### config.mk
export PLATFORM = sky130hd
export DESIGN_NAME = gvp_stream_packer
export DESIGN_NICKNAME = d
export VERILOG_FILES = /design/src/rtl/gvp_stream_packer.sv
export SDC_FILE = /design/constraint.sdc
export NUM_CORES = 2
export LEC_CHECK = 0
export ABC_AREA = 1
export CAP_MARGIN = 30
export CORE_MARGIN = 3
export CORE_UTILIZATION = 45
export CTS_CLUSTER_DIAMETER = 30
export CTS_CLUSTER_SIZE = 8
export DETAILED_ROUTE_END_ITERATION = 10
export PLACE_DENSITY = 0.7
export SLEW_MARGIN = 20
export SYNTH_ARGS = -nofsm -noshare
export SYNTH_HDL_FRONTEND = slang
export SYNTH_SLANG_ARGS = --single-unit
### constraint.sdc
create_clock -name a_clk -period 26.3 [get_ports a_clk]
set_clock_uncertainty 0.2 [all_clocks]
set_input_delay 6.575 -clock a_clk [delete_from_list [all_inputs] [get_ports a_clk]]
set_output_delay 6.575 -clock a_clk [all_outputs]
set_load 0.05 [all_outputs]
### src/rtl/gvp_stream_packer.sv
// rtl/gvp_stream_packer.sv - snapshot GVP store ticks into tagged frames on an AXI4-Stream master
//
// Optional feature macro: GVP_PACK_TIMESTAMP_EN (inserts a 64-bit a_clk timestamp after the tag).
//
// Ports:
//   a_clk, reset            clock and asynchronous active-high reset
//   enable, sample_tick     capture enable and one-cycle GVP step pulse
//   store_data              2 = header frame, 1 = data frame, 0/3 = no capture
//   gvp_finished            end-of-program flag, suppresses repeated header frames
//   x, y, z, u              vector position
//   options, section        section options and section count
//   src0..src3              data-source words
//   M_AXIS_*                AXI4-Stream master (tdata/tvalid/tlast/tready)
//   busy                    serializer active or snapshot buffer full
//   overflow_count          saturating count of dropped captures
//   frames_sent             count of completed frames

module gvp_stream_packer #(
    parameter int SEQ_W = 8,
    parameter int OVF_W = 16
) (
    input  logic             a_clk,
    input  logic             reset,
    input  logic             enable,
    input  logic             sample_tick,
    input  logic [1:0]       store_data,
    input  logic             gvp_finished,
    input  logic [31:0]      x,
    input  logic [31:0]      y,
    input  logic [31:0]      z,
    input  logic [31:0]      u,
    input  logic [31:0]      options,
    input  logic [31:0]      section,
    input  logic [31:0]      src0,
    input  logic [31:0]      src1,
    input  logic [31:0]      src2,
    input  logic [31:0]      src3,
    output logic [31:0]      M_AXIS_tdata,
    output logic             M_AXIS_tvalid,
    output logic             M_AXIS_tlast,
    input  logic             M_AXIS_tready,
    output logic             busy,
    output logic [OVF_W-1:0] overflow_count,
    output logic [31:0]      frames_sent
);

`ifdef GVP_PACK_TIMESTAMP_EN
    localparam int   TS_WORDS = 2;
    localparam logic TS_BIT   = 1'b1;
`else
    localparam int   TS_WORDS = 0;
    localparam logic TS_BIT   = 1'b0;
`endif

    // Longest frame is the data frame.
    localparam int MAXW = 9 + TS_WORDS;

    typedef enum logic {IDLE, SEND} state_t;

    state_t state;

    // Snapshot buffer
    logic             buf_full;
    logic             buf_hdr;
    logic [SEQ_W-1:0] buf_seq;
    logic [31:0]      buf_x, buf_y, buf_z, buf_u;
    logic [31:0]      buf_options, buf_section;
    logic [31:0]      buf_src [4];
    logic [SEQ_W-1:0] seq;

    // Finished suppression
    logic fin_prev;
    logic fin_arm;
    logic fin_block;

    // Serializer: tdata holds the current word, frm the words still to come.
    logic [31:0] frm [MAXW];
    logic [3:0]  rem;

    logic        capture;
    logic        hs;
    logic        last_hs;
    logic        xfer;
    logic        buf_free;
    logic        accept;
    logic        drop;
    logic [31:0] nxt_w [MAXW];
    logic [3:0]  nxt_len;
    logic [7:0]  seq8;

`ifdef GVP_PACK_TIMESTAMP_EN
    logic [63:0] ts_cnt;
    logic [63:0] buf_ts;

    always_ff @(posedge a_clk or posedge reset) begin
        if (reset) begin
            ts_cnt <= '0;
            buf_ts <= '0;
        end else begin
            ts_cnt <= ts_cnt + 64'd1;
            if (accept) begin
                buf_ts <= ts_cnt;
            end
        end
    end
`endif

    assign capture  = sample_tick && enable && (store_data == 2'd1 || store_data == 2'd2) && !fin_block;
    assign hs       = M_AXIS_tvalid && M_AXIS_tready;
    assign last_hs  = hs && M_AXIS_tlast;
    // The buffer moves into the serializer when idle or exactly on the last
    // handshake of the current frame, which gives back-to-back frames no bubble.
    assign xfer     = buf_full && (state == IDLE || last_hs);
    // A buffer being emptied this cycle may be refilled in the same cycle.
    assign buf_free = !buf_full || xfer;
    assign accept   = capture && buf_free;
    assign drop     = capture && !buf_free;
    assign busy     = (state == SEND) || buf_full;
    assign seq8     = 8'(buf_seq);

    always_ff @(posedge a_clk or posedge reset) begin
        if (reset) begin
            buf_full       <= 1'b0;
            buf_hdr        <= 1'b0;
            buf_seq        <= '0;
            buf_x          <= '0;
            buf_y          <= '0;
            buf_z          <= '0;
            buf_u          <= '0;
            buf_options    <= '0;
            buf_section    <= '0;
            for (int i = 0; i < 4; i++) begin
                buf_src[i] <= '0;
            end
            seq            <= '0;
            overflow_count <= '0;
            fin_prev       <= 1'b0;
            fin_arm        <= 1'b0;
            fin_block      <= 1'b0;
        end else begin
            if (accept) begin
                buf_full    <= 1'b1;
                buf_hdr     <= (store_data == 2'd2);
                buf_seq     <= seq;
                buf_x       <= x;
                buf_y       <= y;
                buf_z       <= z;
                buf_u       <= u;
                buf_options <= options;
                buf_section <= section;
                buf_src[0]  <= src0;
                buf_src[1]  <= src1;
                buf_src[2]  <= src2;
                buf_src[3]  <= src3;
                seq         <= seq + 1'b1;
            end else if (xfer) begin
                buf_full <= 1'b0;
            end

            if (drop && overflow_count != {OVF_W{1'b1}}) begin
                overflow_count <= overflow_count + 1'b1;
            end

            // The first header after gvp_finished rises is the final one;
            // later headers are blocked until gvp_finished drops.
            fin_prev <= gvp_finished;
            if (!gvp_finished && fin_prev) begin
                fin_block <= 1'b0;
            end
            if (capture && store_data == 2'd2 && fin_arm) begin
                fin_block <= 1'b1;
                fin_arm   <= 1'b0;
            end
            if (gvp_finished && !fin_prev) begin
                fin_arm <= 1'b1;
            end
        end
    end

    // Frame assembly from the snapshot buffer.
    always_comb begin
        for (int i = 0; i < MAXW; i++) begin
            nxt_w[i] = '0;
        end
        nxt_len  = '0;
        nxt_w[0] = {4'hA, (buf_hdr ? 2'b10 : 2'b01), 1'b0, TS_BIT, seq8, buf_section[15:0]};
`ifdef GVP_PACK_TIMESTAMP_EN
        nxt_w[1] = buf_ts[63:32];
        nxt_w[2] = buf_ts[31:0];
`endif
        if (buf_hdr) begin
            nxt_w[TS_WORDS + 1] = buf_options;
            nxt_w[TS_WORDS + 2] = buf_section;
            nxt_w[TS_WORDS + 3] = buf_x;
            nxt_w[TS_WORDS + 4] = buf_y;
            nxt_w[TS_WORDS + 5] = buf_z;
            nxt_w[TS_WORDS + 6] = buf_u;
            nxt_len             = 4'(7 + TS_WORDS);
        end else begin
            nxt_w[TS_WORDS + 1] = buf_x;
            nxt_w[TS_WORDS + 2] = buf_y;
            nxt_w[TS_WORDS + 3] = buf_z;
            nxt_w[TS_WORDS + 4] = buf_u;
            nxt_w[TS_WORDS + 5] = buf_src[0];
            nxt_w[TS_WORDS + 6] = buf_src[1];
            nxt_w[TS_WORDS + 7] = buf_src[2];
            nxt_w[TS_WORDS + 8] = buf_src[3];
            nxt_len             = 4'(9 + TS_WORDS);
        end
    end

    always_ff @(posedge a_clk or posedge reset) begin
        if (reset) begin
            state         <= IDLE;
            M_AXIS_tdata  <= '0;
            M_AXIS_tvalid <= 1'b0;
            M_AXIS_tlast  <= 1'b0;
            rem           <= '0;
            frames_sent   <= '0;
            for (int i = 0; i < MAXW; i++) begin
                frm[i] <= '0;
            end
        end else begin
            if (last_hs) begin
                frames_sent <= frames_sent + 32'd1;
            end

            if (xfer) begin
                // Load (from IDLE, or reload on the last handshake).
                state         <= SEND;
                M_AXIS_tdata  <= nxt_w[0];
                M_AXIS_tvalid <= 1'b1;
                M_AXIS_tlast  <= 1'b0;
                rem           <= nxt_len - 4'd1;
                for (int i = 0; i < MAXW - 1; i++) begin
                    frm[i] <= nxt_w[i + 1];
                end
                frm[MAXW - 1] <= '0;
            end else begin
                case (state)
                    IDLE: begin
                        M_AXIS_tvalid <= 1'b0;
                        M_AXIS_tlast  <= 1'b0;
                    end
                    SEND: begin
                        if (hs) begin
                            if (M_AXIS_tlast) begin
                                state         <= IDLE;
                                M_AXIS_tvalid <= 1'b0;
                                M_AXIS_tlast  <= 1'b0;
                            end else begin
                                M_AXIS_tdata <= frm[0];
                                M_AXIS_tlast <= (rem == 4'd1);
                                rem          <= rem - 4'd1;
                                for (int i = 0; i < MAXW - 1; i++) begin
                                    frm[i] <= frm[i + 1];
                                end
                                frm[MAXW - 1] <= '0;
                            end
                        end
                    end
                    default: state <= IDLE;
                endcase
            end
        end
    end

endmodule

==> flow_summary.json <==
{
  "synth_cell_types": 36,
  "grt_pass1_vias": 26900,
  "clock-root-buffer": "clkbuf_16",
  "hold_violations": 0,
  "setup_ws_ns": 16.05,
  "clock_latency_ns": 0.72,
  "yosys.area_share.simple_pct": 22.2,
  "cts_made_buffers": 149,
  "globalRouteOverflowTotal": 0,
  "crit_arrival_ns": 10.59,
  "antenna_found_initial": 39,
  "finalMaxSlewViolations": 0,
  "tns_ns": 0,
  "gp_congestion": 0.898,
  "seqPwrFrac_pct": 34.1,
  "status": "completed",
  "hpwl_um": 68900,
  "die_y_um": 269,
  "grt_pass1_wl_um": 161000,
  "critPathSlowestCell": "buf_4",
  "layout_min_cycle_time_ns": 10.25,
  "cp_top_family": "buffers and inverters",
  "grt_max_degree": 221,
  "crit_buf_inv": 4,
  "synth_commonest_cells": "nand2_1 (1453), dfrtp_1 (684), o21ai_0 (523), inv_1 (376), nand3_1 (181)",
  "cts-resized-gates": 0,
  "clockBufferDepth": 3,
  "power.density_nw_per_um2": 127,
  "cp_slowest_stage_delay_ns": 0.87,
  "drt-pass1-iter-count": 7,
  "synth.yosys.seq_area_share_pct": 54.9,
  "tritoncts": "built",
  "p_leak_nw": 19.3,
  "synthFlopType": "dfrtp_1",
  "drv_cap": 0,
  "hp-class": "flip-flop to flip-flop",
  "detail_route.wl_per_cell_um": 20.1,
  "path_max_fanout": 92,
  "fmax_ghz": 0.0976,
  "p_int_mw": 3.32,
  "layout-drive-gt1-share_pct": 6.92,
  "cts_num_sinks": 684,
  "vias_per_cell": 5.25,
  "yosys.area.top_type": "dfrtp_1",
  "synthToLayoutAreaGrowth_pct": 31.3,
  "required_ns": 26.65,
  "ios": 411,
  "finalSetupViolations": 0,
  "row_count": 95,
  "die_w_um": 269,
  "synth_top_area_share_pct": 54.9,
  "pre_cts_ws_ns": 15.44,
  "synth_xor_area_share_pct": 1.12,
  "avgSynthCellArea_um2": 8.14,
  "drc": 0,
  "die-area_um2": 72500,
  "critPathKind": "input pin to flip-flop",
  "worst_pin_slew_ns": 1.14,
  "async_flop_share_pct": 100,
  "synth_top_family_by_area": "simple AND/OR/NAND/NOR gates",
  "syn-cell-area_um2": 31200,
  "slew_headroom_pct": 24.2,
  "switchingPower_mw": 1.89,
  "grt_usage_pct": 28.6,
  "start_kind": "input pin",
  "drtIter0Drc": 2778,
  "synthTopCellsByArea": "dfrtp_1 (55%), nand2_1 (17%), o21ai_0 (8.4%), inv_1 (4.5%), nand3_1 (2.9%)",
  "synth_seq_cells": 684,
  "finalCritPeriodShare_pct": 39.0,
  "synth.area.mux_share_pct": 0,
  "synthCells": 3830,
  "synth-edff-count": 0,
  "h-tree-depth": 4,
  "report.power.total_mw": 5.21,
  "peakVddDrop_uv": 101,
  "drt-total-wl_um": 105000,
  "rr_startpoint": "M_AXIS_tvalid",
  "grt_setup_unrepaired": "no",
  "ant_nets": 0,
  "end_kind": "flip-flop",
  "synth_compound_area_share_pct": 13.0,
  "synth_fa_ha_area_share_pct": 0.241,
  "yosysMostFrequentCell": "nand2_1",
  "syn_nets": 4164,
  "core_area_um2": 67900,
  "crit_start": "M_AXIS_tready",
  "power.share.clock_pct": 37.3,
  "clk_pin_slew_ns": 0.04,
  "cts_hold_buf": 0,
  "cts_setup_buffers": 0,
  "start_util_pct": 45.9,
  "swShare_pct": 36.2,
  "dr_total_vias": 27600,
  "hp-start": "frm[50]",
  "io_buffers": 410,
  "p_comb_share_pct": 28.6,
  "crit_chain": "clkdlybuf4s50_1 > nand3_4 > nand2_2 > nand2_8 > buf_4 > buf_4 > buf_4 > o21ai_0 > o21ai_0 > o21ai_0",
  "yosysWarnings": 0,
  "layout.nets": 4518
}
[through the flow]
step / cells / hold slack (ns) / utilization [%] / instance area (µm²)
2_1_floorplan: 3830 / 0.233 / - / 31200
3_3_place_gp: 4949 / 0.241 / 52.2 / 35500
3_5_place_dp: 4950 / 0.259 / 52.3 / 35500
4_1_cts: 5221 / 0.260 / 60.1 / 40800
5_1_grt: 5236 / 0.285 / 60.2 / 40900
6_report: 5251 / 0.269 / 60.3 / 40900
[state kept, by name, summed over array words and instances, names as in the netlist, 16 cells and up]
signal,count
buf_x,32
buf_src,128
buf_options,32
frames_sent,32
buf_z,32
frm,256
overflow_count,16
buf_y,32
buf_section,32
M_AXIS_tdata,32
buf_u,32
[path summary, 6_finish.rpt]
path,to,slack (ns),depth (start not counted)
max in group asynchronous,frames_sent[17],16.80,5
max reg2reg,frm[109],21.94,9
min,frm[50],0.27,2
min reg2reg,frm[50],0.27,2
min in group asynchronous,buf_src[109],6.18,2
max,frm[109],16.05,10
[worst min-delay path: stages (launching register included)]
cell and delay (ns):
dfrtp_1 0.33, nand2_1 0.05, o31ai_1 0.05
[routing by layer]
layer / wire, µm / global-route usage, % / up-vias
met5: 172 / 0 / -
met4: 2920 / 10.2 / 28
met1: 43900 / 37.6 / 13300
li1: - / - / 13000
met2: 49700 / 45.5 / 1049
met3: 8690 / 8.21 / 202
[layout make-up]
cell class,count,area (µm²)
diodes,26,65.1
clock buffers,200,4220
clock inverters,71,1060
fillers,5855,27000
inverters,381,1460
multi-input cells,2528,11400
flip-flops and latches,684,17100
well taps,921,1150
repair buffers,440,4440
[placed cells by master (no fill, tap or decap), types with 7 or more instances in the layout]
| cell type | count |
|---|---|
| bufinv_16 | 21 |
| a21oi_1 | 9 |
| clkbuf_8 | 28 |
| o21ai_0 | 523 |
| diode_2 | 26 |
| xor2_1 | 19 |
| clkinv_2 | 26 |
| xnor2_1 | 21 |
| clkbuf_1 | 22 |
| inv_1 | 375 |
| o21ai_1 | 65 |
| nor2_1 | 72 |
| clkbuf_16 | 150 |
| o31ai_1 | 31 |
| clkdlybuf4s50_1 | 410 |
| buf_4 | 23 |
| nand3_1 | 181 |
| a22oi_1 | 32 |
| o211ai_1 | 74 |
| clkinv_8 | 7 |
| nand2_1 | 1452 |
| clkinvlp_4 | 9 |
| dfrtp_1 | 683 |
| nand4_1 | 16 |
[cells by family (layout without fill, tap and decap cells)]
logic type      Yosys count  in the layout
simple gates           1744           1744
compound gates          738            738
flops                   684            684
buf+inv                 618           1092
xor+xnor                 40             40
fa+ha+maj                 6              6
other cells               0             26
[power by group through the flow]
stage	logic [mW]	registers [mW]	clock network, mW
global route	1.67	1.82	2.02
CTS	1.47	1.78	1.96
floorplan	0.949	1.79	0
detailed placement	1.45	1.79	0
finish	1.49	1.78	1.94
global placement	1.42	1.78	0
Power figures use the tool's default switching activity.
